### config.mk
export PLATFORM = sky130hd
export DESIGN_NAME = i2c_reg_access
export DESIGN_NICKNAME = d
export VERILOG_FILES = /design/src/rtl/i2c_pkg.sv /design/src/rtl/i2c_rr_arb.sv /design/src/rtl/i2c_reg_access.sv
export SDC_FILE = /design/constraint.sdc
export NUM_CORES = 1
export LEC_CHECK = 0
export ABC_AREA = 0
export BUFFER_PORTS_ARGS = -buffer_cell sky130_fd_sc_hd__buf_4
export CAP_MARGIN = 40
export CELL_PAD_IN_SITES_DETAIL_PLACEMENT = 1
export CELL_PAD_IN_SITES_GLOBAL_PLACEMENT = 1
export CORE_MARGIN = 10
export CORE_UTILIZATION = 45
export DETAILED_ROUTE_END_ITERATION = 10
export PLACE_DENSITY = 0.83
export REMOVE_ABC_BUFFERS = 1
export SLEW_MARGIN = 20
export SYNTH_ARGS = -nofsm -noshare
export SYNTH_HDL_FRONTEND = slang
export SYNTH_HIERARCHICAL = 1
export SYNTH_SLANG_ARGS = --single-unit
### constraint.sdc
create_clock -name clk -period 6.8 [get_ports clk]
set_clock_uncertainty 0.2 [all_clocks]
set_input_delay 1.7 -clock clk [delete_from_list [all_inputs] [get_ports clk]]
set_output_delay 1.7 -clock clk [all_outputs]
set_load 0.1 [all_outputs]
### src/rtl/i2c_pkg.sv
// i2c_pkg
//   Shared definitions for the I2C register-access sequencer:
//   - state_t     : sequencer state encoding (also driven on the debug port)
//   - I2C_WR/RD   : R/W bit appended to the 7-bit device address
//   - TIMEOUT_DEFAULT : default per-transaction cycle budget
//   - SENDS_WR/RD : number of m_sended strobes a complete transfer produces
//   - NACK_GUARD  : cycles after LAUNCH before m_ready=1 counts as an early stop
package i2c_pkg;

  typedef enum logic [3:0] {
    IDLE    = 4'd0,
    LAUNCH  = 4'd1,
    ADDR_W  = 4'd2,
    REG     = 4'd3,
    WDATA   = 4'd4,
    RESTART = 4'd5,
    ADDR_R  = 4'd6,
    RDATA   = 4'd7,
    DRAIN   = 4'd8,
    DONE    = 4'd9
  } state_t;

  localparam logic        I2C_WR          = 1'b0;
  localparam logic        I2C_RD          = 1'b1;
  localparam logic [19:0] TIMEOUT_DEFAULT = 20'd1000000;
  localparam logic [1:0]  SENDS_WR        = 2'd3;  // addrW, reg, wdata
  localparam logic [1:0]  SENDS_RD        = 2'd3;  // addrW, reg, addrR
  localparam logic [19:0] NACK_GUARD      = 20'd2;

endpackage

### src/rtl/i2c_rr_arb.sv
// i2c_rr_arb
//   Two-way round-robin arbiter. When both requesters are active the one
//   that was served last loses; a single active requester always wins.
//   The last-served register resets to 1 so requester 0 wins the first tie.
// Ports:
//   clk, reset : clock, asynchronous active-low reset
//   req[1:0]   : request vector
//   take       : grant is being accepted this cycle (updates last-served)
//   gnt        : index of the winning requester (combinational)
module i2c_rr_arb (
  input  logic       clk,
  input  logic       reset,
  input  logic [1:0] req,
  input  logic       take,
  output logic       gnt
);

  logic last;

  always_comb begin
    gnt = req[1];
    if (req == 2'b11) gnt = ~last;
  end

  always_ff @(posedge clk or negedge reset) begin
    if (!reset) begin
      last <= 1'b1;
    end else if (take) begin
      last <= gnt;
    end
  end

endmodule

### src/rtl/i2c_reg_access.sv
// i2c_reg_access
//   Arbitrates two register-access requesters onto one byte-level I2C master
//   and sequences a single-byte register write or read:
//     write: S {dev,0} reg wdata P
//     read : S {dev,0} reg Sr {dev,1} rdata P
// Ports:
//   clk, reset            : clock, asynchronous active-low reset
//   req/rw/dev/regaddr/wdata : per-requester request fields, {req1,req0}
//   done, err, rdata      : completion pulse (per requester), error flag, read byte
//   m_start/m_send/m_receive/m_datasend : control towards the I2C master
//   m_ready/m_sended/m_received/m_datareceive : status from the I2C master
//   dbg_state             : current sequencer state
// Handshake: a requester raises req[i] with its fields stable and holds it
//   until done[i] pulses for one cycle; err and rdata are valid in that
//   cycle. Dropping req early does not cancel a granted transaction.
module i2c_reg_access
  import i2c_pkg::*;
#(
  parameter logic [19:0] TIMEOUT = TIMEOUT_DEFAULT
) (
  input  logic        clk,
  input  logic        reset,
  input  logic [1:0]  req,
  input  logic [1:0]  rw,
  input  logic [13:0] dev,
  input  logic [15:0] regaddr,
  input  logic [15:0] wdata,
  output logic [1:0]  done,
  output logic        err,
  output logic [7:0]  rdata,
  output logic        m_start,
  output logic        m_send,
  output logic        m_receive,
  output logic [7:0]  m_datasend,
  input  logic        m_ready,
  input  logic        m_sended,
  input  logic        m_received,
  input  logic [7:0]  m_datareceive,
  output logic [3:0]  dbg_state
);

  state_t      state;
  logic        arb_gnt;
  logic        arb_take;
  logic        gnt_q;
  logic        rw_q;
  logic        err_q;
  logic [6:0]  dev_q;
  logic [7:0]  reg_q;
  logic [7:0]  wd_q;
  logic [19:0] tcnt;
  logic [1:0]  scnt;
  logic        rcnt;

  logic [6:0]  dev_sel;
  logic [1:0]  scnt_nx;
  logic        rcnt_nx;
  logic        active;
  logic        complete;
  logic        tmo;
  logic        nack;

  i2c_rr_arb u_arb (
    .clk   (clk),
    .reset (reset),
    .req   (req),
    .take  (arb_take),
    .gnt   (arb_gnt)
  );

  assign arb_take  = (state == IDLE) && m_ready && (req != 2'b00);
  assign dev_sel   = arb_gnt ? dev[13:7] : dev[6:0];
  assign active    = state inside {LAUNCH, ADDR_W, REG, WDATA, RESTART, ADDR_R, RDATA};
  assign dbg_state = state;

  // Strobe counts including this cycle's strobe, so a strobe arriving
  // together with m_ready is credited before completion is judged.
  assign scnt_nx  = (m_sended && (scnt != 2'd3)) ? scnt + 2'd1 : scnt;
  assign rcnt_nx  = rcnt | m_received;
  assign complete = (rw_q == I2C_RD) ? ((scnt_nx == SENDS_RD) && rcnt_nx)
                                     : (scnt_nx == SENDS_WR);

  // The master returning to ready before all strobes arrived means it
  // stopped on a NACK. The guard skips the cycles where m_ready may still
  // show the pre-start idle level.
  assign tmo  = active && (tcnt >= TIMEOUT);
  assign nack = active && m_ready && (tcnt >= NACK_GUARD) && !complete;

  always_ff @(posedge clk or negedge reset) begin
    if (!reset) begin
      state      <= IDLE;
      done       <= 2'b00;
      err        <= 1'b0;
      rdata      <= 8'h00;
      m_start    <= 1'b0;
      m_send     <= 1'b0;
      m_receive  <= 1'b0;
      m_datasend <= 8'h00;
      gnt_q      <= 1'b0;
      rw_q       <= 1'b0;
      err_q      <= 1'b0;
      dev_q      <= 7'h00;
      reg_q      <= 8'h00;
      wd_q       <= 8'h00;
      tcnt       <= 20'd0;
      scnt       <= 2'd0;
      rcnt       <= 1'b0;
    end else begin
      m_start <= 1'b0;  // start/restart are single-cycle strobes
      if ((state != IDLE) && (tcnt != '1)) tcnt <= tcnt + 20'd1;
      if (active) begin
        scnt <= scnt_nx;
        rcnt <= rcnt_nx;
      end

      case (state)
        IDLE: begin
          if (arb_take) begin
            gnt_q      <= arb_gnt;
            rw_q       <= rw[arb_gnt];
            dev_q      <= dev_sel;
            reg_q      <= arb_gnt ? regaddr[15:8] : regaddr[7:0];
            wd_q       <= arb_gnt ? wdata[15:8] : wdata[7:0];
            err_q      <= 1'b0;
            tcnt       <= 20'd0;
            scnt       <= 2'd0;
            rcnt       <= 1'b0;
            m_datasend <= {dev_sel, I2C_WR};
            m_start    <= 1'b1;
            state      <= LAUNCH;
          end
        end

        DRAIN: begin
          if (m_ready) begin
            done[gnt_q] <= 1'b1;
            err         <= err_q;
            state       <= DONE;
          end
        end

        DONE: begin
          done  <= 2'b00;
          err   <= 1'b0;
          state <= IDLE;
        end

        default: begin
          if (tmo) begin
            // Abort, but let the master finish its stop before reporting.
            m_send    <= 1'b0;
            m_receive <= 1'b0;
            err_q     <= 1'b1;
            state     <= DRAIN;
          end else if (nack) begin
            m_send      <= 1'b0;
            m_receive   <= 1'b0;
            done[gnt_q] <= 1'b1;
            err         <= 1'b1;
            state       <= DONE;
          end else begin
            case (state)
              LAUNCH: state <= ADDR_W;
              ADDR_W: begin
                if (m_sended) begin
                  m_datasend <= reg_q;
                  m_send     <= 1'b1;
                  state      <= REG;
                end
              end
              REG: begin
                if (m_sended) begin
                  if (rw_q == I2C_RD) begin
                    m_send     <= 1'b0;
                    m_datasend <= {dev_q, I2C_RD};
                    m_start    <= 1'b1;  // repeated start, master is still busy
                    state      <= RESTART;
                  end else begin
                    m_datasend <= wd_q;
                    state      <= WDATA;
                  end
                end
              end
              WDATA: begin
                if (m_sended) begin
                  m_send <= 1'b0;
                  state  <= DRAIN;
                end
              end
              RESTART: begin
                if (m_sended) begin
                  m_receive <= 1'b1;
                  state     <= ADDR_R;
                end
              end
              ADDR_R: state <= RDATA;
              RDATA: begin
                if (m_received) begin
                  rdata     <= m_datareceive;
                  m_receive <= 1'b0;  // single byte: master NACKs and stops
                  state     <= DRAIN;
                end
              end
              default: state <= IDLE;
            endcase
          end
        end
      endcase
    end
  end

endmodule

==> results of run 1 <==
metal layers:
metal	routed length [µm]	track usage	up-vias	share of wire
met1	5580	0.226	1968	0.44
met4	205	0.0550	0	0.016
met5	0	0	-	0
met2	6360	0.304	102	0.50
li1	-	-	1863	-
met3	675	0.0428	11	0.053
metrics by stage:
stage / util / setup slack (ns) / hold slack, ns
2_1_floorplan: - / 2.76 / 0.249
3_3_place_gp: 0.546 / 2.95 / 0.261
3_5_place_dp: 0.548 / 2.84 / 0.270
4_1_cts: 0.566 / 3.21 / 0.289
5_1_grt: 0.566 / 3.01 / 0.315
6_report: 0.566 / 3.21 / 0.283
state kept, by name (all words and copies together), names as in the netlist:
register	cells
tcnt	20
m_datasend	8
rdata	8
reg_q	8
wd_q	8
dev_q	7
dbg_state	4
done	2
scnt	2
err	1
err_q	1
gnt_q	1
m_receive	1
m_send	1
m_start	1
rcnt	1
rw_q	1
u_arb/last	1
layout make-up:
cell class,instances,area [µm²],share of cell area
tap,129,161,0.0306
timing repair buffer,95,733,0.139
sequential,76,1900,0.360
multi-input combinational,349,2280,0.432
clock inverter,6,38.8,0.00734
inverter,9,33.8,0.00640
clock buffer,10,128,0.0242
placed cells by master, fill, tap and decap left out, drive strengths merged, types with 2 or more instances in the layout:
master | Yosys | routed
a211oi | 4 | 4
a21boi | 2 | 2
a21o | 2 | 2
a21oi | 23 | 23
a221oi | 9 | 9
a31o | 2 | 2
a31oi | 7 | 7
and2 | 3 | 3
and3 | 12 | 12
buf | 13 | 95
clkbuf | 17 | 10
clkinv | 1 | 4
clkinvlp | 0 | 2
dfrtp | 75 | 75
ha | 3 | 3
inv | 8 | 9
mux2 | 9 | 9
mux2i | 35 | 35
nand2 | 47 | 47
nand2b | 4 | 4
nand3 | 31 | 31
nand4 | 7 | 7
nor2 | 40 | 40
nor3 | 12 | 12
nor3b | 3 | 3
nor4 | 12 | 12
nor4bb | 2 | 2
o2111ai | 8 | 8
o211ai | 2 | 2
o21ai | 39 | 39
o221ai | 2 | 2
or2 | 2 | 2
or3 | 2 | 2
or4 | 2 | 2
xnor2 | 10 | 10
synth_stat cells (all sizes together), types with 3 or more instances:
cell and instances:
dfrtp 75, nand2 47, nor2 40, o21ai 39, mux2i 35, nand3 31
a21oi 23, clkbuf 17, buf 13, and3 12, nor3 12, nor4 12
xnor2 10, a221oi 9, mux2 9, inv 8, o2111ai 8, a31oi 7
nand4 7, a211oi 4, nand2b 4, and2 3, ha 3, nor3b 3
power groups by stage:
stage | clock network [mW] | logic (mW) | registers (mW)
final | 0.303 | 1.41 | 0.828
after global placement | 0 | 1.37 | 0.820
after floorplan | 0 | 0.585 | 1.26
after global routing | 0.334 | 1.53 | 0.860
after CTS | 0.313 | 1.43 | 0.825
after detailed placement | 0 | 1.42 | 0.834
worst max-delay path: stages:
cell and delay [ns]:
buf_4 0.12, o21a_1 0.19, nand2_1 0.07, buf_4 0.40, clkinv_1 0.59, a311oi_1 0.44
a41o_1 0.14
cell families (layout without fill, tap and decap cells):
family,Yosys count,in the layout,share of synthesized area
multiplexers,44,44,0.104
XOR/XNOR,10,10,0.0200
buffers and inverters,40,120,0.0449
AND/OR/NAND/NOR,180,180,0.216
AO/OA/AOI/OAI,112,112,0.170
flip-flops,76,76,0.435
adder cells (fa/ha/maj),3,3,0.00859
worst paths after layout:
path	cells after the start	startpoint	slack [ns]	to
worst max-delay path	7	req[1]	3.21	tcnt[15]$_DFF_PN0_
max in group asynchronous	2	reset	4.75	wd_q[5]$_DFFE_PN0P_
min in group asynchronous	1	reset	1.08	tcnt[7]$_DFF_PN0_
worst min register to register	2	reg_q[0]$_DFFE_PN0P_	0.28	reg_q[0]$_DFFE_PN0P_
worst max register to register	5	dbg_state[2]$_DFFE_PN0P_	3.87	m_datasend[2]$_DFFE_PN0P_
worst min-delay path	2	reg_q[0]$_DFFE_PN0P_	0.28	reg_q[0]$_DFFE_PN0P_
==> metrics.txt, run 1 <==
critical path endpoint category=register; Post-Layout Cell Count=674; top cell type's share of synthesized area=0.429; setup violators final=0; die width=~120 µm; CTS tree=yes; critical path launch point type=input port; Main synth FF type=dfrtp_1; IO Port Bufs=between 80 and 90; Tot GR Track Use=0.182; residual DRC count=0; Tot Pwr=roughly 2.5 mW; 1st-iter DRT viols=199; # resized after CTS=0; Max-Cap Viols=0; antenna violations before repair=0; RSZ-0062 raised after global routing=no; Final ANT Viol Nets=0; crit path max fanout=between 50 and 60; leading post-synthesis cells by cell area=dfrtp_1 (43%), mux2i_1 (8.0%), o21ai_0 (4.4%), nand2_1 (4.0%), nand3_1 (3.4%); # diodes=0; Pleak=roughly 2.4 nW; Detailed Place HPWL=between 9000 and 10,000 µm; # IOs=89; Clock Latency Late Sink=approximately 0.34 ns; Final Wtd Congestion=between 0.8 and 0.9; layout cells sized above 1=0.257; Yosys warning count=6; critical path class=in2reg; CP required=between 6 and 7 ns; Core ar.=approximately 0.0093 mm²; fill cell count=roughly 1,100; pin count of the biggest net entering global routing=53; Num Clock Sinks=76; Sw Pwr=approximately 1.4 mW; final net count=606; CTS buffer count=9; Cell Area, Synth=between 0.004 and 0.005 mm²; clock share of power=0.119; Tcrit/Tclk final=0.527; area leader, netlist=dfrtp_1; area delta synth->final=20.9%; routed len/inst=19.0 µm; clk root buf=clkbuf_8; via/cell ratio=~6; asr flop ratio synth=1.00; CTS Hold Bufs=0; final WL=between 10,000 and 15,000 µm; Core Rows=35; Post-Route Setup TNS=0 ns; Starting Density=0.469; Relative slew margins=0.541; fin. max-slew vios=0; number of synthesized flops with an enable pin=0; Post-DP Area=about 0.0051 mm²; Seq cells post-synth=76; Hold Vio Cnt, Final=0; die height=between 100 and 150 µm; post-synthesis cell type count=66; GRT Residual Overflow=0; cell-internal power=1.18 mW; Cell Pwr Density=~480 mW/mm²; vias in the first global route=between 4,000 and 5,000; sw frac=0.536; clock tree buffer depth=2; first-pass GRT wire length=around 22,000 µm; DP Cell Count=658; Comb pwr share=0.556; status=finished, final reports clean; # Post-CTS Setup Buffers=0; die area=0.0141 mm²; H-tree levels=3; fin area=around 0.0053 mm²; Worst-path clk slew=0.08 ns; HP Class=reg2reg; Mapped Cells=465; Mean Syn Cell Area=approximately 9.4 µm²; Peak supply drop=about 0.26 mV; Reg power frac=0.325; Slew @ Worst Pin=about 0.69 ns; Max Freq=~0.28 GHz; post-synthesis sequential area ratio=0.435; via count=around 3,900; min cycle time layout=roughly 3.6 ns; critical path arrival=around 3.7 ns; drt pass-1 iters=4
Note: power is estimated with default switching activity, not from simulation.
==> run 2, diff against run 1 <==
--- a/config.mk
+++ b/config.mk
@@ -11,9 +11,9 @@
 export CELL_PAD_IN_SITES_DETAIL_PLACEMENT = 1
 export CELL_PAD_IN_SITES_GLOBAL_PLACEMENT = 1
 export CORE_MARGIN = 10
-export CORE_UTILIZATION = 45
+export CORE_UTILIZATION = 38
 export DETAILED_ROUTE_END_ITERATION = 10
-export PLACE_DENSITY = 0.83
+export PLACE_DENSITY = 0.75
 export REMOVE_ABC_BUFFERS = 1
 export SLEW_MARGIN = 20
 export SYNTH_ARGS = -nofsm -noshare
==> constraint.sdc (replaced) <==
create_clock -name clk -period 2.9 [get_ports clk]
set_clock_uncertainty 0.2 [all_clocks]
set_input_delay 0.725 -clock clk [delete_from_list [all_inputs] [get_ports clk]]
set_output_delay 0.725 -clock clk [all_outputs]
set_load 0.1 [all_outputs]
==> run 2 against run 1 <==
Effect of this change: sequential share of layout area decreased by 1.6 points; total power grew to 2.6 times the previous value; utilization is 7.8 points lower; setup slack got worse by 2.8 ns; first-iteration DRC count rose by 60%; final cell count grew 3.7%; non-clock buffer count rose by 11; register-to-register slack got worse by 3.5 ns; die area is 15% higher; critical endpoint is now m_datasend[5]$_DFFE_PN0P_; largest power group unchanged.
==> metrics.txt, run 2 (same netlist as run 1, synthesis figures left out) <==
IO Port Bufs=88; # IOs=between 80 and 90; critical path class=reg2reg; r2r setup slk=roughly 0.37 ns; Slew @ Worst Pin=between 0.6 and 0.7 ns; clk root buf=clkbuf_16; die area=between 0.015 and 0.02 mm²; Detailed Place HPWL=around 9700 µm; Post-Place Setup Slack=0.381 ns; Starting Density=0.386; Final Util=0.488; critical path arrival=roughly 2.5 ns; fin area=between 0.005 and 0.006 mm²; Pleak=approximately 2.5 nW; most common cell after layout, fill and taps aside=buf_4; antenna violations before repair=0; Post-DP Area=between 0.005 and 0.006 mm²; Hold Slack=0.188 ns; pin count of the biggest net entering global routing=77; Relative slew margins=0.572; Reg-to-Reg Start=dbg_state[0]$_DFFE_PN0P_; layout cells sized above 1=0.270; H-tree levels=3; Clock Latency Late Sink=0.34 ns; die height=127 µm; # Post-CTS Setup Buffers=0; Worst-path clk slew=about 0.060 ns; Post-Layout Cell Count=~700; via/cell ratio=approximately 5.6; max FFs per register=20; Tcrit/Tclk final=0.872; CP required=2.92 ns; routed len/inst=roughly 19 µm; 1st-iter DRT viols=318; critical path launch point type=register; status=finished, final reports clean; Hold Vio Cnt, Final=0; Peak supply drop=around 0.81 mV; area delta synth->final=26.5%; CTS buffer count=9; Core ar.=between 0.01 and 0.015 mm²; final WL=13,100 µm; RSZ-0062 raised after global routing=no; clock tree buffer depth=2; vias in the first global route=4,263; # resized after CTS=0; fin. max-slew vios=0; final net count=just over 600; via count=between 3,000 and 4,000; first-pass GRT wire length=between 20,000 and 25,000 µm; drt pass-1 iters=4; DP Cell Count=just under 700; Most flops, register=tcnt; # diodes=0; Tot Pwr=6.55 mW; Core Rows=39; Post-Route Setup TNS=0 ns; CTS Hold Bufs=0; critical path endpoint category=register; crit path max fanout=16; Max Freq=0.396 GHz; most frequent cells in the layout=buf_4 (105), dfrtp_1 (75), nand2_1 (47), nor2_1 (40), o21ai_0 (38); Num Clock Sinks=76; CTS tree=yes; die width=~130 µm; HP Class=in2async; setup violators final=0; residual DRC count=0; Max-Cap Viols=0; GRT Residual Overflow=0; final worst slack=0.372 ns; Worst Reg-to-Reg Cells=5; Tot GR Track Use=0.163; Cell Pwr Density=1180 mW/mm²; Final Wtd Congestion=between 0.8 and 0.9; RR Endpoint=m_datasend[5]$_DFFE_PN0P_; min cycle time layout=about 2.5 ns; Final ANT Viol Nets=0
run 2: final cells by class:
cell class	count	area, µm²
fillers	1344	5790
multi-input cells	349	2280
flip-flops and latches	76	1900
repair buffers	106	808
clock buffers	12	246
well taps	143	179
clock inverters	4	72.6
inverters	9	33.8
run 2: worst max-delay path by stage:
stage,startpoint,end,depth (start not counted)
2_1_floorplan,dbg_state[3]$_DFFE_PN0P_,tcnt[15]$_DFF_PN0_,5
6_report,dbg_state[0]$_DFFE_PN0P_,m_datasend[5]$_DFFE_PN0P_,5
3_5_place_dp,dbg_state[0]$_DFFE_PN0P_,m_datasend[5]$_DFFE_PN0P_,5
4_1_cts,dbg_state[0]$_DFFE_PN0P_,m_datasend[5]$_DFFE_PN0P_,5
3_3_place_gp,dbg_state[0]$_DFFE_PN0P_,m_datasend[6]$_DFFE_PN0P_,5
5_1_grt,dbg_state[0]$_DFFE_PN0P_,m_datasend[4]$_DFFE_PN0P_,5
run 2: routing by layer:
layer / routed length [µm] / vias to the layer above / track usage
li1: - / 1879 / -
met2: 6370 / 98 / 0.268
met1: 5880 / 1939 / 0.203
met4: 87 / 0 / 0.0422
met3: 751 / 9 / 0.0505
met5: 0 / - / 0
run 2: power by group:
part           internal, mW  leakage [nW]  switching, mW  total, mW
Clock                 0.776         0.153          0.438       1.21
Combinational          1.04          1.38           2.41       3.46
Sequential             1.47         0.958          0.406       1.88
Total                  3.29          2.49           3.26       6.55
run 2: worst max-delay path, cell delays in order, from the launching register on:
cell      delay (ns)
dfrtp_1         0.67
nor3_1          0.21
nor3_2          0.39
nand2_1         0.30
o211ai_4        0.25
mux2_2          0.39
